<file path="src/rtl/ip_sincos_cordic.sv">
// ---------------------------------------------------------------------------
// ip_sincos_cordic
//   Iterative rotation-mode CORDIC sine/cosine generator. A phase word is
//   folded by quadrant, rotated through ITER micro-rotations (one per clock)
//   and the result is rounded, saturated and mapped back to the full circle.
//   Valid/ready handshakes on both sides; results hold under backpressure.
//
// Parameters
//   DEG_WD : phase width, full circle = 2^DEG_WD
//   OUT_WD : signed output width, 1.0 = 2^(OUT_WD-2)
//   ITER   : micro-rotations per result
//   GUARD  : extra LSBs carried in the x/y datapath
//
// Ports
//   clk     : clock
//   rst     : synchronous active-high reset
//   in_vld  : theta valid
//   in_rdy  : block can accept theta (combinational)
//   theta   : unsigned phase
//   out_vld : sin_val/cos_val valid (registered)
//   out_rdy : downstream accepts the result
//   sin_val : signed sine (registered)
//   cos_val : signed cosine (registered)
//   busy    : FSM not idle (registered)
// ---------------------------------------------------------------------------
module ip_sincos_cordic #(
  parameter int DEG_WD = 17,
  parameter int OUT_WD = 14,
  parameter int ITER   = 16,
  parameter int GUARD  = 4
) (
  input  logic              clk,
  input  logic              rst,
  input  logic              in_vld,
  output logic              in_rdy,
  input  logic [DEG_WD-1:0] theta,
  output logic              out_vld,
  input  logic              out_rdy,
  output logic [OUT_WD-1:0] sin_val,
  output logic [OUT_WD-1:0] cos_val,
  output logic              busy
);

  localparam int W  = OUT_WD + GUARD;
  localparam int ZW = DEG_WD + 1;
  localparam int CW = 5;

  localparam logic [1:0] IDLE = 2'd0;
  localparam logic [1:0] RUN  = 2'd1;
  localparam logic [1:0] DONE = 2'd2;

  // Start vector pre-scaled by 1/K so the rotated vector ends at unit length.
  localparam logic [63:0] X0_WIDE =
    ((64'd6072529350 << (W - 2)) + 64'd5000000000) / 64'd10000000000;
  localparam logic signed [W-1:0] X_INIT = W'(X0_WIDE);

  localparam logic signed [W:0] RND_HALF = (W+1)'(2 ** (GUARD - 1));
  localparam logic signed [W:0] POS_LIM  = (W+1)'(2 ** (OUT_WD - 2));
  localparam logic signed [W:0] NEG_LIM  = -POS_LIM;

  // atan(2^-i) in units of 2^32 per full turn.
  function automatic logic [31:0] atanTurn(input logic [CW-1:0] i);
    case (i)
      5'd0:    atanTurn = 32'h20000000;
      5'd1:    atanTurn = 32'h12E4051E;
      5'd2:    atanTurn = 32'h09FB385B;
      5'd3:    atanTurn = 32'h051111D4;
      5'd4:    atanTurn = 32'h028B0D43;
      5'd5:    atanTurn = 32'h0145D7E1;
      5'd6:    atanTurn = 32'h00A2F61E;
      5'd7:    atanTurn = 32'h00517C55;
      5'd8:    atanTurn = 32'h0028BE53;
      5'd9:    atanTurn = 32'h00145F2F;
      5'd10:   atanTurn = 32'h000A2F98;
      5'd11:   atanTurn = 32'h000517CC;
      5'd12:   atanTurn = 32'h00028BE6;
      5'd13:   atanTurn = 32'h000145F3;
      5'd14:   atanTurn = 32'h0000A2FA;
      5'd15:   atanTurn = 32'h0000517D;
      5'd16:   atanTurn = 32'h000028BE;
      5'd17:   atanTurn = 32'h0000145F;
      5'd18:   atanTurn = 32'h00000A30;
      5'd19:   atanTurn = 32'h00000518;
      5'd20:   atanTurn = 32'h0000028C;
      5'd21:   atanTurn = 32'h00000146;
      5'd22:   atanTurn = 32'h000000A3;
      5'd23:   atanTurn = 32'h00000051;
      default: atanTurn = 32'h00000000;
    endcase
  endfunction

  // Rescale the 2^32-per-turn table entry to the phase resolution, rounding.
  function automatic logic signed [ZW-1:0] atanStep(input logic [CW-1:0] i);
    atanStep = ZW'(({1'b0, atanTurn(i)} + (33'd1 << (31 - DEG_WD))) >> (32 - DEG_WD));
  endfunction

  // Drop the guard bits with round-half-up, then clamp to +/-1.0.
  function automatic logic signed [OUT_WD-1:0] roundSat(input logic signed [W-1:0] v);
    logic signed [W:0] t;
    t = ($signed({v[W-1], v}) + RND_HALF) >>> GUARD;
    if (t > POS_LIM)      roundSat = OUT_WD'(POS_LIM);
    else if (t < NEG_LIM) roundSat = OUT_WD'(NEG_LIM);
    else                  roundSat = OUT_WD'(t);
  endfunction

  logic [1:0]               state_q, state_d;
  logic [CW-1:0]            cnt_q, cnt_d;
  logic signed [W-1:0]      x_q, x_d, y_q, y_d;
  logic signed [ZW-1:0]     z_q, z_d;
  logic [1:0]               quad_q, quad_d;
  logic                     outVld_q, outVld_d;
  logic signed [OUT_WD-1:0] sinVal_q, sinVal_d, cosVal_q, cosVal_d;
  logic                     busy_q;

  logic                     accept;
  logic                     dPos;
  logic signed [W-1:0]      xNext, yNext;
  logic signed [ZW-1:0]     zNext;
  logic signed [OUT_WD-1:0] rx, ry;

  assign in_rdy = ~rst & ((state_q == IDLE) | ((state_q == DONE) & out_rdy));
  assign accept = in_vld & in_rdy;

  // One micro-rotation: steer toward zero residual angle.
  always_comb begin
    dPos  = ~z_q[ZW-1];
    xNext = dPos ? (x_q - (y_q >>> cnt_q)) : (x_q + (y_q >>> cnt_q));
    yNext = dPos ? (y_q + (x_q >>> cnt_q)) : (y_q - (x_q >>> cnt_q));
    zNext = dPos ? (z_q - atanStep(cnt_q)) : (z_q + atanStep(cnt_q));
    rx    = roundSat(xNext);
    ry    = roundSat(yNext);
  end

  // Next-state logic. A new theta may be loaded from IDLE or, back-to-back,
  // from DONE in the same cycle the pending result is taken.
  always_comb begin
    state_d  = state_q;
    cnt_d    = cnt_q;
    x_d      = x_q;
    y_d      = y_q;
    z_d      = z_q;
    quad_d   = quad_q;
    outVld_d = outVld_q;
    sinVal_d = sinVal_q;
    cosVal_d = cosVal_q;
    case (state_q)
      IDLE: ;
      RUN: begin
        x_d   = xNext;
        y_d   = yNext;
        z_d   = zNext;
        cnt_d = cnt_q + 1'b1;
        if (cnt_q == CW'(ITER - 1)) begin
          state_d  = DONE;
          outVld_d = 1'b1;
          // Negation after saturation keeps +/-1.0 symmetric.
          case (quad_q)
            2'd0:    begin sinVal_d = ry;  cosVal_d = rx;  end
            2'd1:    begin sinVal_d = rx;  cosVal_d = -ry; end
            2'd2:    begin sinVal_d = -ry; cosVal_d = -rx; end
            default: begin sinVal_d = -rx; cosVal_d = ry;  end
          endcase
        end
      end
      DONE: begin
        if (out_rdy) begin
          outVld_d = 1'b0;
          state_d  = IDLE;
        end
      end
      default: state_d = IDLE;
    endcase
    if (accept) begin
      quad_d  = theta[DEG_WD-1:DEG_WD-2];
      z_d     = $signed({3'b000, theta[DEG_WD-3:0]});
      x_d     = X_INIT;
      y_d     = '0;
      cnt_d   = '0;
      state_d = RUN;
    end
  end

  // State registers; reset discards any in-flight or pending result.
  always_ff @(posedge clk) begin
    if (rst) begin
      state_q  <= IDLE;
      cnt_q    <= '0;
      x_q      <= '0;
      y_q      <= '0;
      z_q      <= '0;
      quad_q   <= '0;
      outVld_q <= 1'b0;
      sinVal_q <= '0;
      cosVal_q <= '0;
      busy_q   <= 1'b0;
    end else begin
      state_q  <= state_d;
      cnt_q    <= cnt_d;
      x_q      <= x_d;
      y_q      <= y_d;
      z_q      <= z_d;
      quad_q   <= quad_d;
      outVld_q <= outVld_d;
      sinVal_q <= sinVal_d;
      cosVal_q <= cosVal_d;
      busy_q   <= (state_d != IDLE);
    end
  end

  assign out_vld = outVld_q;
  assign sin_val = sinVal_q;
  assign cos_val = cosVal_q;
  assign busy    = busy_q;

endmodule

</file>
<file path="config.mk">
export PLATFORM = sky130hd
export DESIGN_NAME = ip_sincos_cordic
export DESIGN_NICKNAME = d
export VERILOG_FILES = /design/src/rtl/ip_sincos_cordic.sv
export SDC_FILE = /design/constraint.sdc
export NUM_CORES = 1
export LEC_CHECK = 0
export ABC_AREA = 0
export BUFFER_PORTS_ARGS = -buffer_cell sky130_fd_sc_hd__buf_2
export CORE_AREA = 2 2 188 227
export DETAILED_ROUTE_END_ITERATION = 10
export DIE_AREA = 0 0 190 229
export HOLD_SLACK_MARGIN = 0.03
export SYNTH_ARGS = -nofsm -noshare
export SYNTH_HDL_FRONTEND = slang
export SYNTH_SLANG_ARGS = --single-unit
</file>
<file path="constraint.sdc">
create_clock -name clk -period 18.2 [get_ports clk]
set_input_delay 0.91 -clock clk [delete_from_list [all_inputs] [get_ports clk]]
set_output_delay 0.91 -clock clk [all_outputs]
set_load 0.01 [all_outputs]
</file>
---- Word level (Yosys, flattened, before mapping) ----
Memories as Yosys holds them, arrays and structs flattened. A register that Yosys moved wholly into a read port is not among the register bits.
Cells that the tools add are included.
operators by class
  $mul .................................... 0
  equal/unequal tests ..................... 7
  bitwise gates (word level) .............. 5
  reduce and logical (&&, ||, !) cells .... 8
  $lt $le $gt $ge ......................... 4
  multiplexer cells ....................... 24
  add/subtract/negate cells ............... 13
  div/mod/pow operators ................... 0
  shift operators ......................... 2
operators by type and width
  cell                                                                                number
  14-bit case mux with 3 select lines                                                 2
  32-bit by 15-bit adder with 33-bit output (second input constant)                   2
  14-bit 2-to-1 mux                                                                   4
  18-bit adder                                                                        3
  18-bit 2-to-1 mux                                                                   3
  18-bit subtractor                                                                   3
  18-bit by 5-bit adder with 19-bit output (second input constant)                    2
  18-bit by 5-bit >>> shifter with 18-bit output                                      2
  16-bit 2-to-1 mux                                                                   2
  15-bit by 14-bit greater-than comparator with 1-bit output (second input constant)  2
  15-bit by 13-bit < comparator with 1-bit output (second input constant)             2
  15-bit 2-to-1 mux                                                                   2
  14-bit negation                                                                     2
  5-bit 2-to-1 mux                                                                    4
  2-bit 2-to-1 mux                                                                    3
  2-bit case mux with 3 select lines                                                  1
  2-bit nonzero test                                                                  3
  5-bit by 1-bit adder with 5-bit output (second input constant)                      1
  5-bit by 4-bit equality test with 1-bit output (second input constant)              1
  2-bit by 1-bit equality test with 1-bit output (second input constant)              2
  2-bit equality test (second input constant)                                         2
  2-bit logical NOT                                                                   2
  2-bit inequality test (second input constant)                                       2
  1-bit AND                                                                           3
  7 further kinds                                                                     8
word-level totals
  RAM bits ................................ 0
  register bits ........................... 93
  input bits .............................. 21
  latch bits .............................. 0
  word-level logic and storage cells ...... 77
  memories kept ........................... 2
  memory bits (read-only) ................. 1920
  output and inout bits ................... 31
memories
  name             words  bits a word  read ports  clocked after memory_dff  wr ports  RTL line  RTL
  (no name shown)  32     30           1           1                         0         63        case (i)
  (no name shown)  32     30           1           1                         0         63

---- Logic depth before layout (Yosys ltp) ----
Gate-level depths: netlist of run 1.
  depth after elaboration ................. 9
  gate-level depth with buffers ........... 38
  gate-level depth less buffers ........... 33

---- Least setup slack after synthesis of run 1 ----
OpenSTA, ideal clock, no wires.
  kind .................................... register to register
  start ................................... reg cnt_q[0]
  end ..................................... reg sinVal_q[12], in the netlist sin_val[12]
  arrival time ............................ 7426 ps
  setup time .............................. 121 ps
  data required time ...................... 18079 ps
  path slack .............................. 10653 ps
  cell stages (with the launch flop) ...... 35
  buffers on the path ..................... 5
  clock period less this slack ............ 7547 ps
  cell sequence ........................... dfxtp_1 -> buf_6 -> buf_6 -> buf_4 -> mux4_2 -> a221oi_1 -> a21boi_0 -> ha_1 -> nand2_1 -> or3_1 -> a21oi_1 -> o221ai_1 -> ha_1 -> clkbuf_1 -> a21o_1 -> a2111oi_0 -> a311oi_1 -> o311ai_2 -> o211ai_1 -> or3b_2 -> nor2_1 -> nand2_1 -> o311ai_2 -> nor2_2 -> buf_4 -> nand2_1 -> ha_1 -> and3b_1 -> o21a_1 -> nand2b_1 -> a31o_2 -> mux2_2 -> o21ai_1 -> nor2b_1 -> o31ai_1
on the way
  word-level cells in the longest chain between the ends .. 9
  elaborated cells between the ends (all ways) .. 23
  those cells by class .................... add/sub (8); order compare (4); eq/ne (1); shift (2); mux (7); reduce/logical (1)
ends and longest elaborated chain
  item                                                                      RTL line  RTL
  from (decl)                                                               107       logic [CW-1:0] cnt_q, cnt_d;
  from (signal assigned)                                                    198       cnt_q <= cnt_d;
  18-bit by 5-bit >>> shifter with 18-bit output, on equally long branches  127, 128
  18-bit subtractor (tied with other cells)                                 127       xNext = dPos ? (x_q - (y_q >>> cnt_q)) : (x_q + (y_q >>> cnt_q));
  18-bit 2-to-1 mux, on equally long branches                               127, 128
  18-bit by 5-bit adder with 19-bit output                                  100       t = ($signed({v[W-1], v}) + RND_HALF) >>> GUARD;
  15-bit by 13-bit < comparator with 1-bit output                           102       else if (t < NEG_LIM) roundSat = OUT_WD'(NEG_LIM);
  14-bit 2-to-1 mux                                                         102
  14-bit 2-to-1 mux                                                         101       if (t > POS_LIM) roundSat = OUT_WD'(POS_LIM);
  14-bit negation, on equally long branches                                 161, 160
  14-bit case mux with 3 select lines                                       157       case (quad_q)
  to (signal assigned)                                                      204       sinVal_q <= sinVal_d;
  to (decl)                                                                 112       logic signed [OUT_WD-1:0] sinVal_q, sinVal_d, cosVal_q, cosVal_d;
Parallel ways exist; a longest one is shown, timed or not.
A chain may end at the register's enable or synchronous reset.

---- Worst setup path in the final report of run 1 ----
  start ................................... reg cnt_q[1]
  end ..................................... reg cosVal_q[12], in the netlist cos_val[12]
on the way
  word-level cells in the longest chain between the ends .. 9
  elaborated cells between the ends (all ways) .. 23
  those cells by class .................... add/sub (8); order compare (4); eq/ne (1); shift (2); mux (7); reduce/logical (1)
ends and longest elaborated chain
  item                                                                      RTL line  RTL
  18-bit by 5-bit >>> shifter with 18-bit output, on equally long branches  127, 128
  18-bit subtractor (tied with other cells)                                 127
  18-bit 2-to-1 mux, on equally long branches                               127, 128
  18-bit by 5-bit adder with 19-bit output                                  100
  15-bit by 13-bit < comparator with 1-bit output                           102
  14-bit 2-to-1 mux                                                         102
  14-bit 2-to-1 mux                                                         101
  14-bit negation, on equally long branches                                 160, 159
  14-bit case mux with 3 select lines                                       157
  to (signal assigned)                                                      205       cosVal_q <= cosVal_d;
  to (decl)                                                                 112
Parallel ways exist; a longest one is shown, timed or not.

==> flow_results.org, run 1 <==
** Power and ir drop
- Power spread over the standard cell area amounts to 154.4 nW/um2.
- Largest vdd supply drop :: 0.00008244 V
- Of the total power, combinational logic draws about three quarters.
- P_sw :: approximately 1.2 mW
- Part of the power in the clock network :: 9.7%
- Sequential group share of total power :: 13.4%
- Net switching is between 50% and 60% of the power.
- Internal power comes to about 960 uW.
- Leak Pwr :: between 5 and 6 nW

** Layout
- The number of antenna diodes in the final layout is 0.
- The final layout contains 1791 nets.
- Compared with the post-synthesis result, the final layout area differs by 7.026%.
- Share of final-layout standard cells stronger than drive strength 1 :: approximately 11%
- Leading cell types in the layout, fill and taps excluded :: sky130_fd_sc_hd__nand2_1, sky130_fd_sc_hd__nor2_1, sky130_fd_sc_hd__a21oi_1, sky130_fd_sc_hd__dfxtp_1, sky130_fd_sc_hd__xnor2_1
- Fill count :: around 4.3k
- Leaving out fill and tap cells, the most frequent cell in the layout is sky130_fd_sc_hd__nand2_1.

** Global routing
- Global routing used approximately a fifth of the available tracks.
- The number of antenna violations at the first check in global routing was 0.
- Global-route wire length before repair :: 68310 um
- Number of global-route vias before repair :: 12.32k
- Pin count of the biggest net entering global routing :: 74
- Remaining Overflow, GRT :: 0

** Critical path
- Reg2reg setup slack :: 8.96 ns
- In this design, the critical path's most frequently occurring cell is sky130_fd_sc_hd__nand2_1.
- Category of cells accounting for the largest share of critical-path delay :: simple AND/OR/NAND/NOR gates
- Stage delay of the slowest cell on the critical path :: 0.82 ns
- The most critical setup path has its startpoint at cnt_q[1]$_SDFFE_PP0P_.
- Worst setup path category :: reg2reg
- Kind of capture point of the worst setup path :: flip-flop
- On the critical path, the stage with the largest delay is an instance of sky130_fd_sc_hd__nor3_1.
- Required time reported for the critical path endpoint :: 18.50 ns
- CP Depth :: 32
- Worst r2r dst :: cos_val[12]$_SDFFE_PP0P_
- Startpoint Class :: flip-flop
- Measured in cells, the most critical reg-to-reg path has a length of 32.
- Crit path arrival time :: 9.54 ns
- CP bufs+invs :: 2
- Crit-path max FO :: 73
- Launching point of the worst reg2reg path :: cnt_q[1]$_SDFFE_PP0P_

** STA
- The clock arrives with 0.01988 ns of skew.
- The number of endpoints with negative hold slack in the final report was 0.
- Setup repair after global routing left no endpoint under its margin.
- The count of final max-slew check failures was 0.
- For this run, the top clock speed supported by timing is 108.2 MHz.
- Count of final setup violators :: 0
- Setup total negative slack on the finished layout was measured at 0 ns.
- For the pin with the worst max-slew slack, the measured transition is 1.098 ns.
- Hold timing on the final database bottoms out at a slack of 0.4604 ns.
- Dividing the final minimum period by the clock period gives 50.79%.
- Clock period minus final worst setup slack :: 9.243 ns
- Normalized max-slew margin :: 26.55%

** Die
- The region available for standard cell placement spans 41350 um2.
- The initialized floorplan defines 82 standard-cell rows.
- Measured along the y axis, the die boundary spans 229 um.
- Starting Density :: 31.57%
- The die is approximately 190 um wide.
- Total die area :: around 44000 um2
- 52 I/O pins were placed.

** Drt
- Length of the first detailed-routing pass in iterations :: 7
- After detailed routing, the average wire length per cell comes to 19.17 um.
- Routed via count :: 13.31k
- DRT antenna net count :: 0
- Remaining DRCs :: 0
- Vias per cell :: between 5 and 6
- Final routed wirelength across all metal layers :: 43200 um
- Iter 0 DRT Violations :: 1213

** Clock network
- # Post-CTS Setup Buffers :: 0
- In this run the deepest clock path goes through 2 buffers.
- Clock tree root driver cell :: sky130_fd_sc_hd__clkbuf_16
- The H-tree generated during clock tree synthesis spans 3 levels.
- In this run, post-CTS repair resized a total of 0 instances.
- Buffers inserted during clock tree synthesis total 9.
- Clock latency on the worst-skew pair :: 0.40 ns
- Number of buffers added to fix hold violations after cts :: 0
- Clk sinks :: 109
- TritonCTS built the clock tree.
- CTS clock-pin slew for the worst setup and hold paths :: ~0.090 ns

** Logic synthesis
- In the synthesized netlist, the number of instances is 1723.
- In this run the mean area of a mapped cell was 7.575 um2.
- Fraction of the mapped netlist area in compound gates :: 28.01%
- The synthesized design contains 0 enable-type register cells.
- Dominant register cell in the synthesized netlist :: sky130_fd_sc_hd__dfxtp_1
- Synth warnings :: 0
- Synthesis-stage register bit count :: 109
- Summing the areas of all xor and xnor instances in the mapped netlist gives 9.979% of the synthesized area.
- Syn_nets :: 1812
- Portion of netlist area occupied by mux cells :: 10.48%
- After synthesis, the netlist uses around 110 different library cells.
- Portion of the post-synthesis area used by sequential elements :: 16.72%
- After synthesis, the largest family of logic cells by area is compound AO/OA/AOI/OAI gates.
- Proportion of register bits with asynchronous set or reset after synthesis :: 0%
- The cell area that synthesis handed to floorplanning was 13050 um2.
- Summing the areas of all fa, ha and maj instances in the mapped netlist gives 6.691% of the synthesized area.
- Post-synthesis simple-gate area fraction :: between 20% and 30%

** Placed design
- Detailed placement finished with a half-perimeter wire length of around 32000 um.
- Buffers placed on the I/O ports in this run total 51.
- The congestion estimate from routability-driven global placement came to 0.9734.

** Min path
- The startpoint identified for the worst hold timing path is sin_val[1]$_SDFFE_PP0P_.
- The worst hold path terminates at sin_val[1]$_SDFFE_PP0P_.
- Worst Hold Class :: reg2reg
- Hold Path Cell Cnt :: 2

** Status
- The flow ran to the end, and the final reports show no timing, DRC or antenna violations.

** Run
- Number of max-cap violations :: 0
how the worst max path moves through the flow:
stage                               end  slack (ns)
2_1_floorplan  sin_val[12]$_SDFFE_PP0P_       10.65
3_3_place_gp   cos_val[12]$_SDFFE_PP0P_        9.41
3_5_place_dp   cos_val[12]$_SDFFE_PP0P_        9.14
4_1_cts        cos_val[12]$_SDFFE_PP0P_        9.12
5_1_grt         cos_val[8]$_SDFFE_PP0P_        8.17
6_report       cos_val[12]$_SDFFE_PP0P_        8.96
cells in the mapped netlist, types with 36 or more instances:
cell type	count	area [um2]
sky130_fd_sc_hd__a211oi_1	36	270.3
sky130_fd_sc_hd__a21oi_1	147	735.7
sky130_fd_sc_hd__clkbuf_1	66	247.7
sky130_fd_sc_hd__dfxtp_1	109	2182
sky130_fd_sc_hd__ha_1	65	813.3
sky130_fd_sc_hd__inv_1	49	183.9
sky130_fd_sc_hd__nand2_1	192	720.7
sky130_fd_sc_hd__nand3_1	36	180.2
sky130_fd_sc_hd__nor2_1	177	664.4
sky130_fd_sc_hd__nor3_1	56	280.3
sky130_fd_sc_hd__o21ai_0	69	345.3
sky130_fd_sc_hd__xnor2_1	99	867.1
sky130_fd_sc_hd__xor2_1	44	385.4
metrics by stage:
step                      worst slack (ns)  area (um2)  util, %  cells  total power [mW]
after floorplan                      10.65       13050        -   1723             1.527
after global routing                 8.175       13970    33.79   2253             2.320
after CTS                            9.121       13970    33.79   2253             2.134
final                                8.957       13970    33.79   2253             2.156
after detailed placement             9.141       13680    33.08   2237             1.911
after global placement               9.408       13680    33.08   2237             1.893
worst reg2reg max path: cells and delay by family (launching register included):
| kind | cells | cell delay, ns |
|---|---|---|
| xor gates and xnor gates | 1 | 0.18 |
| DFF | 1 | 0.34 |
| adders and majority gates | 3 | 0.84 |
| buffers and inverters | 2 | 0.77 |
| muxes | 2 | 0.92 |
| and+or+nand+nor | 13 | 3.61 |
| AOI/OAI and AO/OA | 11 | 2.48 |
per-layer routing:
| metal | up-vias | track usage (%) | routed length (um) |
|---|---|---|---|
| met3 | 75 | 2.942 | 2452 |
| li1 | 6411 | - | - |
| met5 | - | 0 | 0 |
| met1 | 6398 | 25.63 | 18830 |
| met2 | 429 | 32.24 | 20490 |
| met4 | 0 | 7.825 | 1419 |
power groups by stage:
stage	registers (mW)	clock network, mW	logic [mW]
after global placement	0.292	0	1.60
final	0.289	0.209	1.66
after detailed placement	0.293	0	1.62
after CTS	0.287	0.217	1.63
after floorplan	0.276	0	1.25
after global routing	0.290	0.224	1.81
area by class of cell:
class,count,area (um2),share of cell area (%)
clock buffer,10,229.0,1.639
inverter,52,195.2,1.397
sequential,109,2188,15.67
multi-input combinational,1463,10240,73.27
tap,546,683.2,4.890
timing repair buffer,67,375.4,2.687
clock inverter,6,62.56,0.4478
logic make-up after synthesis:
| kind of cell | after synthesis |
|---|---|
| compound gates | 531 |
| xor+xnor | 145 |
| fa+ha+maj | 68 |
| buf+inv | 151 |
| flops | 109 |
| mux | 90 |
| simple gates | 629 |
(Power assumes the default switching activity.)
==> run 2: changes to the inputs <==
==> constraint.sdc (replaced) <==
create_clock -name clk -period 7.5 [get_ports clk]
set_input_delay 0.375 -clock clk [delete_from_list [all_inputs] [get_ports clk]]
set_output_delay 0.375 -clock clk [all_outputs]
set_load 0.01 [all_outputs]
==> run 2 against run 1 <==
Hold slack got worse by 0.28 ns. Clock-buffer cell count down 1. Cell area increased by 8.9%. Register-to-register slack got worse by 8.7 ns. Via count up 4.5%.
==> flow_results.org, run 2 (synthesis gave the netlist of run 1 again) <==
** Global routing
- The leftover overflow at the end of global routing was 0 (unchanged).
- Pin count of the biggest net entering global routing :: 50 (-32%)
- The first-pass GRT wire length was 73080 um (+7.0%).
- The global routing usage summed across all routing layers was 21.19% (+1.6 points).
- The number of global-route vias before repair came to 13.19k (+7.1%).
- The number of antenna violations at the first check in global routing was 0 (unchanged).

** Layout
- Non-filler instance count after layout :: 2378 (+5.5%)
- Layout overhead on the synthesized area :: 16.59%
- Combined flip-flop and latch cell area :: 2192 um2 (+0.17%)
- The number of nets in the final layout came to 1917 (+7.0%).
- Leading cell types in the layout, fill and taps excluded :: sky130_fd_sc_hd__nand2_1, sky130_fd_sc_hd__nor2_1, sky130_fd_sc_hd__a21oi_1, sky130_fd_sc_hd__buf_4, sky130_fd_sc_hd__dfxtp_1
- The area occupied by multi-input gates was 10510 um2 (+2.7%).
- The antenna diode instance count was 0 (unchanged).
- Leaving out fill and tap cells, the most frequent cell in the layout is sky130_fd_sc_hd__nand2_1.
- The count of fill cells added during filler insertion was 4311 (+0.33%).
- Share of final-layout standard cells stronger than drive strength 1 :: 19.32% (+8.1 points)

** Die
- I/O pin cnt :: 52 (unchanged)
- Starting Density :: 31.57% (unchanged)
- The die width is 190 um (unchanged).
- Floorplan Core Area :: 41350 um2 (unchanged)
- Total die area :: 43510 um2 (unchanged)
- The y dimension of the die was 229 um (unchanged).
- Placement Rows :: 82 (unchanged)

** STA
- Normalized max-slew margin :: 24.41% (-2.1 points)
- The final clock skew was 0.01901 ns (-0.0008690 ns).
- The share of the clock period used by the worst path is 96.14% (+45 points).
- The number of endpoints with negative hold slack in the final report came to 0 (unchanged).
- The post-layout minimum cycle time came to 7.210 ns (-2.033 ns).
- The final number of setup-violating endpoints was 0 (unchanged).
- Number of max-slew violations in the final report :: 0 (unchanged)
- Timing-limited maximum frequency :: 138.7 MHz (+28%)
- The pin slew with the least headroom to its limit came to 1.130 ns (+0.03198 ns).

** Drt
- DRT antenna net count :: 0 (unchanged)
- Vias per cell :: 5.849 (-1.0%)
- Routed len/inst :: 19.89 um (+3.8%)
- The first-pass iteration count of the detailed router is 5 (-2).
- The total number of vias was 13.91k (+4.5%).
- Final routed wirelength across all metal layers :: 47310 um (+9.5%)
- The post-detailed-route DRC marker count came to 0 (unchanged).
- Iter 0 DRT Violations :: 1213 (unchanged)

** Clock network
- The maximum clock insertion buffer count was 2 (unchanged).
- Clk sinks :: 109 (unchanged)
- The clock transition time at the flip-flop clock pins of the worst setup and hold paths is 0.09 ns (about the same).
- The total of hold buffers inserted after clock tree synthesis came to 0 (unchanged).
- CTS placed an instance of sky130_fd_sc_hd__clkbuf_16 at the clock tree root.
- TritonCTS built the clock tree.
- H-tree depth :: 3 (unchanged)
- The number of CTS-inserted buffers is 9 (unchanged).
- Clock latency on the worst-skew pair :: 0.40 ns (about the same)

** Power and ir drop
- The leakage power summed over all cells is 5.783 nW (+14%).
- The maximum vdd ir drop was 0.0002359 V (+190%).
- Power density over cell area :: 391.3 nW/um2 (+150%)
- The overall power after layout was 5.955 mW (+180%).

** Placed design
- Post-placement cell count :: 2351 (+5.1%)
- The routability congestion estimate came to 0.9491 (-2.5%).
- Number of I/O port buffers :: 51 (unchanged)
- Total half-perimeter wirelength after legalization and detailed placement :: 36300 um (+12%)

** Min path
- Hold Path Cell Cnt :: 3 (+1)
- The tightest min-delay check is of the in2reg type.

** Critical path
- The logic depth of the worst register-to-register path came to 31 (-3.1%).
- Among the stages of the critical path, the cell type that occurs most often is sky130_fd_sc_hd__ha_1.
- Crit-path max FO :: 8 (-89%)
- Crit path arrival time :: 7.51 ns (-2.03 ns)
- The largest individual stage delay along the critical path comes from the cell sky130_fd_sc_hd__or3b_2.
- The critical path is of the reg2reg type.
- STA classifies the critical path endpoint as a flip-flop.
- Stage delay of the slowest cell on the critical path :: 0.56 ns (-0.26 ns)
- Startpoint Class :: flip-flop
- The worst endpoint required time came to 7.80 ns (-10.70 ns).

** Status
- Run status :: finished clean

** Run
- The number of maximum-capacitance violations came to 0 (unchanged).
==> run 2: changes by cell type in the layout (fill, tap and decap cells not counted), sizes merged <==
cell,delta
buf,+126
clkbuf,-1
clkinv,+2
inv,-2
==> run 2: where the power goes <==
| group | switching [mW] | internal [mW] | total (mW) |
|---|---|---|---|
| clock network | 0.279 | 0.231 | 0.510 |
| logic | 2.85 | 1.90 | 4.75 |
| registers | 0.0781 | 0.619 | 0.697 |
| total | 3.21 | 2.75 | 5.95 |
==> run 2: critical path, delay by kind of cell (launching register included) <==
family                     cells  cell delay, ns
buffers and inverters          1            0.06
adders and majority gates      3            0.69
AOI/OAI and AO/OA             14            2.82
and+or+nand+nor               10            2.04
muxes                          3            1.09
DFF                            1            0.43
==> run 2: cell type report <==
| cell class | count | area share, % |
|---|---|---|
| tap | 546 | 4.489 |
| multi-input combinational | 1463 | 69.08 |
| inverter | 52 | 1.283 |
| clock inverter | 6 | 0.3946 |
| timing repair buffer | 193 | 8.871 |
| clock buffer | 9 | 1.480 |
| sequential | 109 | 14.40 |
==> run 2: final timing paths <==
kind	start	end	slack [ns]
worst min register to register	sin_val[1]$_SDFFE_PP0P_	sin_val[1]$_SDFFE_PP0P_	0.46
worst min-delay path	theta[16]	quad_q[1]$_SDFFE_PP0P_	0.18
worst max-delay path	cnt_q[0]$_SDFFE_PP0P_	sin_val[12]$_SDFFE_PP0P_	0.29
worst max register to register	cnt_q[0]$_SDFFE_PP0P_	sin_val[12]$_SDFFE_PP0P_	0.29
==> run 2: metrics by stage <==
stage	utilization [%]	hold slack, ns	area, um2	setup slack, ns	TNS (ns)
after CTS	35.95	0.1734	14870	0.05685	0
after floorplan	-	0.4406	13070	0.02425	0
after detailed placement	35.24	0.4472	14570	0.0007043	0
final	36.81	0.1777	15220	0.2898	0
after global routing	36.81	0.1866	15220	-0.07867	-0.1840
after global placement	35.24	0.4429	14570	0.2044	0
==> run 2: metal layers <==
| layer | vias to the layer above | global-route usage [%] | part of all wire [%] | routed length, um |
|---|---|---|---|---|
| met4 | 0 | 10.00 | 4.6 | 2196 |
| met5 | - | 0 | 0 | 0 |
| met3 | 115 | 3.846 | 5.9 | 2796 |
| li1 | 6627 | - | - | - |
| met1 | 6674 | 27.51 | 44 | 20710 |
| met2 | 494 | 33.84 | 46 | 21610 |
==> run 2: repair_timing <==
| item | in CTS | in global routing |
|---|---|---|
| setup endpoints to repair | 4 | 25 |
| buffers inserted | 1 | 11 |
| gates resized for setup | 0 | 51 |
| pin swaps | 1 | 13 |
==> run 3: changes to the inputs <==
--- a/config.mk
+++ b/config.mk
@@ -6,7 +6,7 @@
 export NUM_CORES = 1
 export LEC_CHECK = 0
 export ABC_AREA = 0
-export BUFFER_PORTS_ARGS = -buffer_cell sky130_fd_sc_hd__buf_2
+export BUFFER_PORTS_ARGS = -buffer_cell sky130_fd_sc_hd__buf_4
 export CORE_AREA = 2 2 188 227
 export DETAILED_ROUTE_END_ITERATION = 10
 export DIE_AREA = 0 0 190 229
==> run 3 against run 2 <==
Sequential cell count stayed put. Clock-buffer cell count stayed put. Sequential power about the same. Clock power grew 1%. Sequential share of layout area shrank 0.22 points. Via count up 1.5%. Non-clock buffer count grew 15. Core utilization increased by 0.60 points. Critical path depth unchanged. Cell count grew 0.67%.
==> flow_results.org, run 3 (synthesis gave the netlist of run 1 again) <==
** Layout
- The final cell count without fillers was 2394 (+0.67%).
- Commonest non-fill, non-tap cell in the layout :: sky130_fd_sc_hd__buf_4
- Share of final-layout standard cells stronger than drive strength 1 :: 19.86% (+0.54 points)
- Area of the multi-input gates :: 10500 um2 (-0.11%)
- Finished Cell Area :: 15470 um2 (+1.6%)
- Relative to the synthesized area, the layout overhead comes to 18.49%.
- Layout Nets :: 1932 (+0.78%)
- Antenna diode instance count :: 0 (unchanged)
- The combined flip-flop and latch cell area is 2193 um2 (about the same).
- In the layout the commonest cells are sky130_fd_sc_hd__buf_4, sky130_fd_sc_hd__nand2_1, sky130_fd_sc_hd__nor2_1, sky130_fd_sc_hd__a21oi_1, sky130_fd_sc_hd__dfxtp_1.
- Fill count :: 4313 (+0.046%)

** Critical path
- Among cell families on the critical path, the largest total delay comes from compound AO/OA/AOI/OAI gates.
- The number of buffers and inverters on the critical path was 3 (+2).
- Capture point of the critical path :: cos_val[8]$_SDFFE_PP0P_
- Reg2reg setup slack :: 0.24 ns (-0.05 ns)
- The worst setup path is launched from a flip-flop.
- Crit path arrival time :: 7.50 ns (about the same)
- The slowest stage of the critical path belongs to the cell sky130_fd_sc_hd__mux4_2.
- Required time reported for the critical path endpoint :: 7.75 ns (-0.05 ns)
- The startpoint identified for the worst register-to-register timing path is cnt_q[0]$_SDFFE_PP0P_.
- Worst setup path category :: reg2reg
- Crit-path max FO :: 11 (+3)
- In this run the critical register-to-register path is captured at cos_val[8]$_SDFFE_PP0P_.
- The worst setup path is captured at a flip-flop.
- The maximum single-stage delay on the critical path came to 0.54 ns (-0.02 ns).
- The logic depth of the worst register-to-register path came to 31 (unchanged).
- Most common cell on crit path :: sky130_fd_sc_hd__buf_4
- CP Depth :: 31 (unchanged)
- Crit. Startpoint :: cnt_q[0]$_SDFFE_PP0P_

** STA
- The count of final max-slew check failures is 0 (unchanged).
- The number of endpoints with negative hold slack in the final report was 0 (unchanged).
- The final clock skew came to 0.01715 ns (-0.001867 ns).
- The pin slew with the least headroom to its limit is 1.175 ns (+0.04554 ns).
- The share of the clock period used by the worst path is 96.74% (+0.60 points).
- Sum Neg Setup Slack :: 0 ns (unchanged)
- The worst hold slack across all endpoints is 0.1925 ns (+0.01477 ns).
- The final number of setup-violating endpoints was 0 (unchanged).
- The worst slew margin relative to its limit was 21.37% (-3.0 points).
- Clock period minus final worst setup slack :: 7.255 ns (+0.04504 ns)
- The achievable clock frequency was 137.8 MHz (-0.62%).

** Drt
- DRT antenna net count :: 0 (unchanged)
- Vias per cell :: 5.898 (+0.83%)
- The average wire per cell in the routed design is 20.14 um (+1.2%).
- The post-detailed-route DRC marker count is 0 (unchanged).
- Length of the first detailed-routing pass in iterations :: 6 (+1)
- Final routed wirelength across all metal layers :: 48210 um (+1.9%)
- The number of DRC violations after detailed-routing iteration 0 is 1344 (+11%).
- Routed via count :: 14.12k (+1.5%)

** Power and ir drop
- The power density normalized to cell area was 393.4 nW/um2 (+0.54%).
- The maximum vdd ir drop is 0.0002638 V (+12%).
- Leak Pwr :: 5.897 nW (+2.0%)
- Sum of internal, switching and leakage power :: 6.084 mW (+2.2%)

** Clock network
- Clk sinks :: 109 (unchanged)
- The latest clock arrival within the worst-skew pair is 0.39 ns (about the same).
- The total number of H-tree levels came to 3 (unchanged).
- Clock tree root driver cell :: sky130_fd_sc_hd__clkbuf_16
- The number of CTS-inserted buffers was 9 (unchanged).
- CTS clock-pin slew for the worst setup and hold paths :: 0.08 ns (about the same)
- The maximum clock insertion buffer count came to 2 (unchanged).
- TritonCTS built the clock tree.

** Die
- Total die area :: 43510 um2 (unchanged)
- The die width was 190 um (unchanged).
- The y dimension of the die was 229 um (unchanged).
- Starting Density :: 31.57% (unchanged)
- I/O pin cnt :: 52 (unchanged)
- Floorplan Core Area :: 41350 um2 (unchanged)
- Placement Rows :: 82 (unchanged)

** Global routing
- The number of antenna violations at the first check in global routing came to 0 (unchanged).
- The leftover overflow at the end of global routing is 0 (unchanged).
- The pin count of the biggest net entering global routing is 49 (-2.0%).
- Global-route wire length before repair :: 75660 um (+3.5%)
- Global router's overall resource usage :: 21.80% (+0.61 points)
- Number of global-route vias before repair :: 13.42k (+1.7%)

** Placed design
- Final weighted congestion in routability-driven placement :: 0.9571 (+0.84%)
- Post-placement cell count :: 2365 (+0.60%)
- The half-perimeter wire length after detailed placement is 36970 um (+1.8%).
- The instance area at placement was 14780 um2 (+1.4%).
- The count of input and output buffers came to 51 (unchanged).

** Min path
- Worst Hold Class :: in2reg

** Status
- The run finished with clean final reports.

** Run
- Number of max-cap violations :: 0 (unchanged)
-- run 3: worst min-delay path, delay by kind of cell --
family | cells | cell delay, ns
and+or+nand+nor | 1 | 0.04
AOI/OAI and AO/OA | 1 | 0.05
buffers and inverters | 1 | 0.08
-- run 3: area by class of cell --
class | count | area share (%)
multi-input combinational | 1463 | 67.90
sequential | 109 | 14.18
timing repair buffer | 208 | 10.28
tap | 546 | 4.417
clock buffer | 9 | 1.456
inverter | 52 | 1.262
clock inverter | 7 | 0.5016
-- run 3: worst min-delay path by stage --
stage	from	to	slack [ns]	depth (start not counted)
after CTS	theta[15]	quad_q[0]$_SDFFE_PP0P_	0.18	3
after detailed placement	sin_val[1]$_SDFFE_PP0P_	sin_val[1]$_SDFFE_PP0P_	0.46	2
final	theta[15]	quad_q[0]$_SDFFE_PP0P_	0.19	3
after global placement	cos_val[3]$_SDFFE_PP0P_	cos_val[3]$_SDFFE_PP0P_	0.44	2
after floorplan	z_q[0]$_SDFFE_PP0P_	z_q[0]$_SDFFE_PP0P_	0.44	2
after global routing	theta[16]	quad_q[1]$_SDFFE_PP0P_	0.19	3
-- run 3: metal layers --
metal	vias to the layer above	GRT usage, %	wire length (um)
met5	-	0	0
met4	0	9.230	1909
met3	110	2.268	2772
met2	505	35.79	22600
met1	6830	28.96	20930
li1	6675	-	-
-- run 3: repair_timing --
action / CTS / global route
hold buffers: 0 / 0
gates cloned: 0 / 0
setup endpoints to repair: 5 / 26
gates resized for setup: 1 / 56
pin swaps: 0 / 17
buffers inserted: 0 / 13
-- run 3: where the power goes --
part,switching (mW),total (mW),internal (mW)
sequential,0.0764,0.696,0.619
combinational,2.89,4.87,1.98
clock,0.277,0.515,0.238
total,3.24,6.08,2.84
-- run 3: metrics by stage --
stage	utilization [%]	setup slack [ns]
final	37.41	0.2447
after global routing	37.41	-0.09083
after CTS	36.49	0.009734
after detailed placement	35.75	0.001962
after global placement	35.75	0.1742
after floorplan	-	0.02425
